`config.mk`:
```
export PLATFORM = sky130hd
export DESIGN_NAME = debounce2
export DESIGN_NICKNAME = d
export VERILOG_FILES = /design/src/rtl/debounce2_pkg.sv /design/src/rtl/debounce_ch.sv /design/src/rtl/debounce2.sv
export SDC_FILE = /design/constraint.sdc
export NUM_CORES = 1
export LEC_CHECK = 0
export BUFFER_PORTS_ARGS = -buffer_cell sky130_fd_sc_hd__buf_2
export CAP_MARGIN = 20
export CORE_MARGIN = 2
export CORE_UTILIZATION = 42
export CTS_CLUSTER_SIZE = 12
export DETAILED_ROUTE_END_ITERATION = 8
export HOLD_SLACK_MARGIN = 0.15
export PLACE_DENSITY_LB_ADDON = 0.2
export SLEW_MARGIN = 5
export SYNTH_ARGS = -nofsm -noshare
export SYNTH_HDL_FRONTEND = slang
export SYNTH_SLANG_ARGS = --single-unit
```
`constraint.sdc`:
```
create_clock -name clk -period 5.2 [get_ports clk]
set_input_delay 1.04 -clock clk [delete_from_list [all_inputs] [get_ports clk]]
set_output_delay 1.04 -clock clk [all_outputs]
set_load 0.01 [all_outputs]
```
`src/rtl/debounce2_pkg.sv`:
```
// Shared definitions for the two-channel button debouncer (FSM states, default period).
// Latency: n/a (types and constants only).
// Backpressure: n/a.
package debounce2_pkg;

    // Per-channel debounce FSM states
    typedef enum logic [1:0] {
        S_LOW    = 2'd0,
        S_WAIT_H = 2'd1,
        S_HIGH   = 2'd2,
        S_WAIT_L = 2'd3
    } state_t;

    // 20 ms at the 12 MHz board oscillator
    localparam int DEBOUNCE_CYCLES_DEF = 240000;

endpackage

```
`src/rtl/debounce_ch.sv`:
```
// One debounce channel: 2-flop synchronizer, hold counter, 4-state FSM, edge pulses.
// Latency: 2 + DEBOUNCE_CYCLES clk edges from first sample of a clean level change to dout.
// Backpressure: none; free-running, outputs are registered every cycle.
module debounce_ch
    import debounce2_pkg::*;
#(
    parameter int DEBOUNCE_CYCLES = DEBOUNCE_CYCLES_DEF
) (
    input  logic clk,
    input  logic rstn,
    input  logic din,
    output logic dout,
    output logic rise,
    output logic fall
);

    localparam int CNT_W = $clog2(DEBOUNCE_CYCLES);
    localparam logic [CNT_W-1:0] CNT_LAST = CNT_W'(DEBOUNCE_CYCLES - 1);

    logic [1:0]       sync;
    logic [CNT_W-1:0] cnt;
    state_t           state;

    // Bring the asynchronous pin into the clk domain
    always_ff @(posedge clk or negedge rstn) begin
        if (!rstn) begin
            sync <= 2'b00;
        end else begin
            sync <= {sync[0], din};
        end
    end

    // Debounce FSM; the sample that leaves a stable state already counts as the
    // first of the DEBOUNCE_CYCLES agreeing samples, so the wait states start at 1.
    always_ff @(posedge clk or negedge rstn) begin
        if (!rstn) begin
            state <= S_LOW;
            cnt   <= '0;
            dout  <= 1'b0;
            rise  <= 1'b0;
            fall  <= 1'b0;
        end else begin
            rise <= 1'b0;
            fall <= 1'b0;
            case (state)
                S_LOW: begin
                    dout <= 1'b0;
                    cnt  <= '0;
                    if (sync[1]) begin
                        state <= S_WAIT_H;
                        cnt   <= CNT_W'(1);
                    end
                end
                S_WAIT_H: begin
                    if (!sync[1]) begin
                        state <= S_LOW;
                        cnt   <= '0;
                    end else if (cnt == CNT_LAST) begin
                        state <= S_HIGH;
                        cnt   <= '0;
                        dout  <= 1'b1;
                        rise  <= 1'b1;
                    end else begin
                        cnt <= cnt + 1'b1;
                    end
                end
                S_HIGH: begin
                    dout <= 1'b1;
                    cnt  <= '0;
                    if (!sync[1]) begin
                        state <= S_WAIT_L;
                        cnt   <= CNT_W'(1);
                    end
                end
                S_WAIT_L: begin
                    if (sync[1]) begin
                        state <= S_HIGH;
                        cnt   <= '0;
                    end else if (cnt == CNT_LAST) begin
                        state <= S_LOW;
                        cnt   <= '0;
                        dout  <= 1'b0;
                        fall  <= 1'b1;
                    end else begin
                        cnt <= cnt + 1'b1;
                    end
                end
                default: begin
                    state <= S_LOW;
                    cnt   <= '0;
                    dout  <= 1'b0;
                end
            endcase
        end
    end

endmodule

```
`src/rtl/debounce2.sv`:
```
// Two-channel button conditioner feeding gate inputs x0/x1, plus per-channel rise/fall pulses.
// Latency: 2 + DEBOUNCE_CYCLES clk edges; pulses coincide with the x change. Optional macro DEBOUNCE2_TOGGLE_EN.
// Backpressure: none; DEBOUNCE2_TOGGLE_EN makes each debounced rise invert x (falls ignored).
module debounce2
    import debounce2_pkg::*;
#(
    parameter int DEBOUNCE_CYCLES = DEBOUNCE_CYCLES_DEF
) (
    input  logic       clk,
    input  logic       rstn,
    input  logic [1:0] sw,
    output logic       x0,
    output logic       x1,
    output logic [1:0] rise,
    output logic [1:0] fall
);

    logic [1:0] lvl;

    for (genvar i = 0; i < 2; i++) begin : g_ch
        debounce_ch #(
            .DEBOUNCE_CYCLES(DEBOUNCE_CYCLES)
        ) u_ch (
            .clk  (clk),
            .rstn (rstn),
            .din  (sw[i]),
            .dout (lvl[i]),
            .rise (rise[i]),
            .fall (fall[i])
        );
    end

`ifdef DEBOUNCE2_TOGGLE_EN
    logic [1:0] tog;

    // Toggle state absorbs each rise; rise only fires with lvl already 1
    always_ff @(posedge clk or negedge rstn) begin
        if (!rstn) begin
            tog <= 2'b00;
        end else begin
            tog <= tog ^ (rise & lvl);
        end
    end

    // Flip in the same cycle as the rise pulse (both operands are flops)
    assign x0 = tog[0] ^ rise[0];
    assign x1 = tog[1] ^ rise[1];
`else
    assign x0 = lvl[0];
    assign x1 = lvl[1];
`endif

endmodule

```
After elaboration in Yosys (flattened, before gate mapping) --
Index checks and enable logic that the tools add are counted.
Word-level totals: bits in registers 50, input port bits 4, output and inout bits 6, word-level logic and storage cells 90
Operators by class: add/subtract/negate cells 2, equal/unequal tests 24, multiplexer cells 46, reductions and logical operators 6
Operator list (number):
- one-hot mux 18 bit (4 select lines) | 2
- 2-to-1 mux 18 bit | 6
- adder 18 x 1 -> 18 bit, second input constant | 2
- == test 18 bit, second input constant | 2
- 2-to-1 mux 2 bit | 12
- 2-to-1 mux 1 bit | 22
- != test 2 x 1 -> 1 bit, second input constant | 8
- one-hot mux 2 bit (4 select lines) | 2
- AND reduction 4 bit | 4
- == test 2 bit, second input constant | 4
- != test 2 bit, second input constant | 4
- one-hot mux 1 bit (4 select lines) | 2
- != test 3 x 1 -> 1 bit, second input constant | 2
- != test 3 bit, second input constant | 2
- == test 2 x 1 -> 1 bit, second input constant | 2
- logical NOT 2 bit | 2

Longest topological paths before layout --
word-level depth 4, depth in mapped cells 9

By module --
Synthesis repeated with hierarchy kept, for this count alone.
Second synthesis, totals: cell total of the unflattened synthesis 251, area total of the unflattened synthesis 2612.5 um2
By module, submodules not included:
- debounce_ch at g_ch[0].u_ch | instances 1, cells an instance 123, area an instance 1311.3 um2
- debounce_ch at g_ch[1].u_ch | instances 1, cells an instance 128, area an instance 1301.2 um2

Least setup slack after synthesis --
OpenSTA, ideal clock, no wires.
kind register -> register, from register g_ch[0].u_ch.cnt[0], to register g_ch[0].u_ch.cnt[10], arrival time 1.810 ns, required time 5.129 ns, path slack 3.319 ns, cell stages (with the launch flop) 10, cell sequence dfrtp_1 > ha_1 > and3_1 > buf_2 > nand3_1 > nor3_1 > or3_1 > buf_2 > buf_2 > nor2_1
Between the ends: longest elaborated chain between the ends 4
RTL lines:
- start: declaration | RTL line debounce_ch.sv:21 | logic [CNT_W-1:0] cnt;
- start signal: assignment | RTL line debounce_ch.sv:64 | cnt <= cnt + 1'b1;
- start signal: assignment | RTL line debounce_ch.sv:85 | cnt <= cnt + 1'b1;
- adder 18 x 1 -> 18 bit / == test 18 bit (equally long branches)
- 2-to-1 mux 18 bit * | RTL line debounce_ch.sv:58, debounce_ch.sv:79
- 2-to-1 mux 18 bit, on equally long branches | RTL line debounce_ch.sv:76, debounce_ch.sv:55
- one-hot mux 18 bit (4 select lines) * | RTL line debounce_ch.sv:45 | case (state)
Mark *: on every way between the ends. The rest lies on a longest branch, timed or not. A chain may end at the register's enable or synchronous reset.

Worst setup path after layout --
from register g_ch[0].u_ch.cnt[0], to register g_ch[0].u_ch.cnt[0]
Same word-level chain as after synthesis.

==> Implementation_results.wiki <==
{| class="wikitable"
! Metric !! Value
|-
| Ports placed on the boundary || 10
|-
| Width of the die || 83.02 µm
|-
| Drc violations || 0
|-
| Run status || completed
|-
| HPWL Detailed || between 2000 and 3000 µm
|-
| Post-route cell area || approximately 2800 µm²
|-
| Combined area of all synthesized cells || 2623 µm²
|-
| Start of the worst register-to-register path || g_ch[0].u_ch.cnt[0]
|-
| Routed wire per std cell || 12.81 µm
|-
| Vias in the first global route || 1782
|-
| PwrDens || 380.1 nW/µm²
|-
| Post-place instance area || between 2000 and 3000 µm²
|-
| CP arrival || between 2 and 2.5 ns
|-
| Buffer count from post-CTS setup fixing || 0
|-
| Total core area || approximately 6000 µm²
|-
| Floorplan die height || slightly above 80 µm
|-
| Crit path required time || 5.37 ns
|-
| Fmax || 449.9 MHz
|-
| Largest family of logic cells by synthesized area || simple AND/OR/NAND/NOR gates
|-
| Maximum vdd drop || 0.3518 mV
|-
| Part of the Yosys area used for sequential elements || between 40 and 50%
|-
| Number of buffers on the longest clock path || 2
|-
| Port Buffer Count || 9
|-
| CTS tree || done
|-
| Most frequently used flop master after synthesis || sky130_fd_sc_hd__dfrtp_1
|-
| Drt pass-1 iters || 6
|-
| # clock sinks || 50
|-
| Time the final worst path needs with I/O delays and setup || 2.223 ns
|-
| Post-synthesis mux area share || 2.576%
|-
| Post-synthesis share of cell area spent on xor and xnor gates || 10.69%
|-
| LEAKAGE || 1.217 nW
|-
| Worst Setup End Kind || register
|-
| First element of the critical path || g_ch[0].u_ch.cnt[0]
|-
| Core Rows || 28
|-
| Synth unique cells || 44
|-
| Rel. slew slack || 58.75%
|-
| Number of enable-type register cells in the synthesized netlist || 0
|-
| Yosys warning count || 0
|-
| Count of pins over their slew limit || 0
|-
| Hold Path Origin || g_ch[1].u_ch.sync[0]
|-
| Least-Margin Pin Slew || 0.6187 ns
|-
| Routed vias || 1785
|-
| GRT overflow || 0
|-
| Setup Crit Path Kind || reg2reg
|-
| Root Driver || sky130_fd_sc_hd__clkbuf_8
|-
| Mean instance size in the synthesized netlist || 9.934 µm²
|-
| Layout overhead on the synthesized area || 7.538%
|-
| Routed via count divided by cell count || just over 5
|-
| Cells after synthesis || 264
|-
| Highest fanout seen on the critical path || 18
|-
| Initial cell density of the core || 43.78%
|-
| First-pass GRT wire length || 8004 µm
|-
| Path class of the lowest-slack min-delay path || reg2reg
|-
| Maximum Capacitance Violations || 0
|-
| Violation count after the first detailed-route iteration || 67
|-
| Clock Pin Slew Worst Setup and Hold Paths || approximately 0.1 ns
|-
| Synthesized-area fraction occupied by and/or/nand/nor cells || a little under a quarter
|-
| Startpoint Class || register
|-
| Antenna violation net count after detailed routing || 0
|-
| Routed wire length || 4407 µm
|-
| Gr usage total || 14.05%
|-
| Commonest non-fill, non-tap cells in the layout || 50 x sky130_fd_sc_hd__dfrtp_1, 41 x sky130_fd_sc_hd__nor2_1, 21 x sky130_fd_sc_hd__nand2_1, 21 x sky130_fd_sc_hd__xor2_1, 14 x sky130_fd_sc_hd__nand3_1
|-
| Number of endpoints failing setup at the final stage || 0
|-
| Most common cell after layout, fill and taps aside || sky130_fd_sc_hd__dfrtp_1
|-
| Post-route clock period utilization || a little over two fifths
|-
| Layout Skew || 0.01460 ns
|-
| Depth of the CTS H-tree || 2
|-
| Die Footprint || 6892 µm²
|-
| Complex-gate fraction of the synthesized area || 5.248%
|-
| Setup repair after global routing missed its margin || false
|-
| Number of clock buffers inserted by TritonCTS || 5
|-
| Number of antenna violations at the first check in global routing || 0
|-
| Count of cells resized by post-cts repair || 0
|-
| Insertion delay to the later sink of the worst-skew pair || just over 0.3 ns
|-
| Area share of fa/ha/maj cells after synthesis || 5.725%
|-
| Syn nets || 280
|-
| Async set or reset register ratio after synthesis || between 90% and 100%
|-
| Final hold violations || 0
|-
| Register bit count reported by yosys || 50
|-
| Number of buffers added to fix hold violations after cts || 0
|-
| Count of nets after finishing || ~280
|-
| Proportion of layout cells with a drive suffix above 1 || approximately a tenth
|-
| Placer congestion estimate || between 0.8 and 0.9
|-
| Pin count of the biggest net entering global routing || 51
|-
| Diodes inserted || 0
|-
| Total Negative Setup Slacks || 0 ns
|}
==> final timing paths <==
kind	end	slack (ns)	depth (start not counted)
worst min-delay path	g_ch[1].u_ch.sync[1]	0.36	0
worst min register to register	g_ch[1].u_ch.sync[1]	0.36	0
worst max-delay path	g_ch[0].u_ch.cnt[0]	2.98	6
worst max register to register	g_ch[0].u_ch.cnt[0]	2.98	6
max in group asynchronous	g_ch[0].u_ch.cnt[11]	3.94	2
min in group asynchronous	g_ch[1].u_ch.state[0]	0.81	2
==> metrics by stage <==
step	hold slack (ns)	total power (W)	util [%]	std cells	worst slack, ns
6_report	0.3558	0.001072	47.08	344	2.977
5_1_grt	0.3659	0.001150	47.08	344	2.652
4_1_cts	0.3597	0.001088	47.08	344	2.924
3_5_place_dp	0.3358	0.0007876	45.05	336	2.950
3_3_place_gp	0.3325	0.0007836	45.05	336	3.031
2_1_floorplan	0.3312	0.0007175	-	264	3.319
==> final cells by class <==
type | count | area (µm²)
Fill cell | 570 | 3171
Multi-Input combinational cell | 190 | 1260
Sequential cell | 50 | 1251
Tap cell | 75 | 93.84
Clock buffer | 6 | 82.58
Timing Repair Buffer | 10 | 52.55
Inverter | 11 | 41.29
Clock inverter | 2 | 38.79
==> worst max-delay path, cell delays in order (launching register included) <==
cell                       delay [ns]
sky130_fd_sc_hd__dfrtp_1         0.40
sky130_fd_sc_hd__ha_1            0.19
sky130_fd_sc_hd__and3_1          0.32
sky130_fd_sc_hd__nand3_1         0.17
sky130_fd_sc_hd__nor3_1          0.31
sky130_fd_sc_hd__or3_1           0.55
sky130_fd_sc_hd__o211ai_1        0.15
==> report_power, final <==
group | switching [W] | internal (W)
logic | 0.000180 | 0.000132
clock network | 0.000136 | 0.000158
registers | 0.0000386 | 0.000428
total | 0.000354 | 0.000718
==> cell usage after synthesis (2+ instances only) <==
master	number	area share, %
sky130_fd_sc_hd__and3_1	5	1.2
sky130_fd_sc_hd__inv_1	11	1.6
sky130_fd_sc_hd__a21oi_1	4	0.76
sky130_fd_sc_hd__dfrtp_1	50	48
sky130_fd_sc_hd__a211oi_1	2	0.57
sky130_fd_sc_hd__ha_1	12	5.7
sky130_fd_sc_hd__nor4_1	3	0.72
sky130_fd_sc_hd__o211ai_1	2	0.57
sky130_fd_sc_hd__buf_2	5	0.95
sky130_fd_sc_hd__nand4_1	8	1.9
sky130_fd_sc_hd__clkbuf_1	4	0.57
sky130_fd_sc_hd__nand2b_1	2	0.48
sky130_fd_sc_hd__nand3_1	14	2.7
sky130_fd_sc_hd__nor4b_1	2	0.67
sky130_fd_sc_hd__mux2i_1	3	1.1
sky130_fd_sc_hd__o21ai_0	5	0.95
sky130_fd_sc_hd__xnor2_1	11	3.7
sky130_fd_sc_hd__nor3_1	6	1.1
sky130_fd_sc_hd__nand2_1	21	3.0
sky130_fd_sc_hd__buf_4	4	1.1
sky130_fd_sc_hd__and4_1	4	1.3
sky130_fd_sc_hd__nand4b_1	2	0.67
sky130_fd_sc_hd__nand2_2	2	0.48
sky130_fd_sc_hd__nor2_1	41	5.9
sky130_fd_sc_hd__xor2_1	21	7.0
sky130_fd_sc_hd__or3_1	2	0.48
==> flip-flops by register name, summed over array words and instances, names as in the netlist, named ones only <==
register,count
g_ch.u_ch.rise,2
g_ch.u_ch.sync,4
g_ch.u_ch.dout,2
g_ch.u_ch.fall,2
g_ch.u_ch.state,2
g_ch.u_ch.cnt,36
==> per-layer routing <==
layer / part of all wire [%] / up-vias / GRT usage (%)
li1: - / 906 / -
met1: 48 / 858 / 18.05
met5: 0 / - / 0
met3: 2.6 / 4 / 3.479
met2: 48 / 17 / 23.17
met4: 1.0 / 0 / 4.769
==> kinds of logic after synthesis <==
family / Yosys count
AND/OR/NAND/NOR: 120
adder cells (fa/ha/maj): 12
AO/OA/AOI/OAI: 20
flip-flops: 50
buffers and inverters: 24
XOR/XNOR: 32
multiplexers: 6
Note: power is estimated with default switching activity, not from simulation.
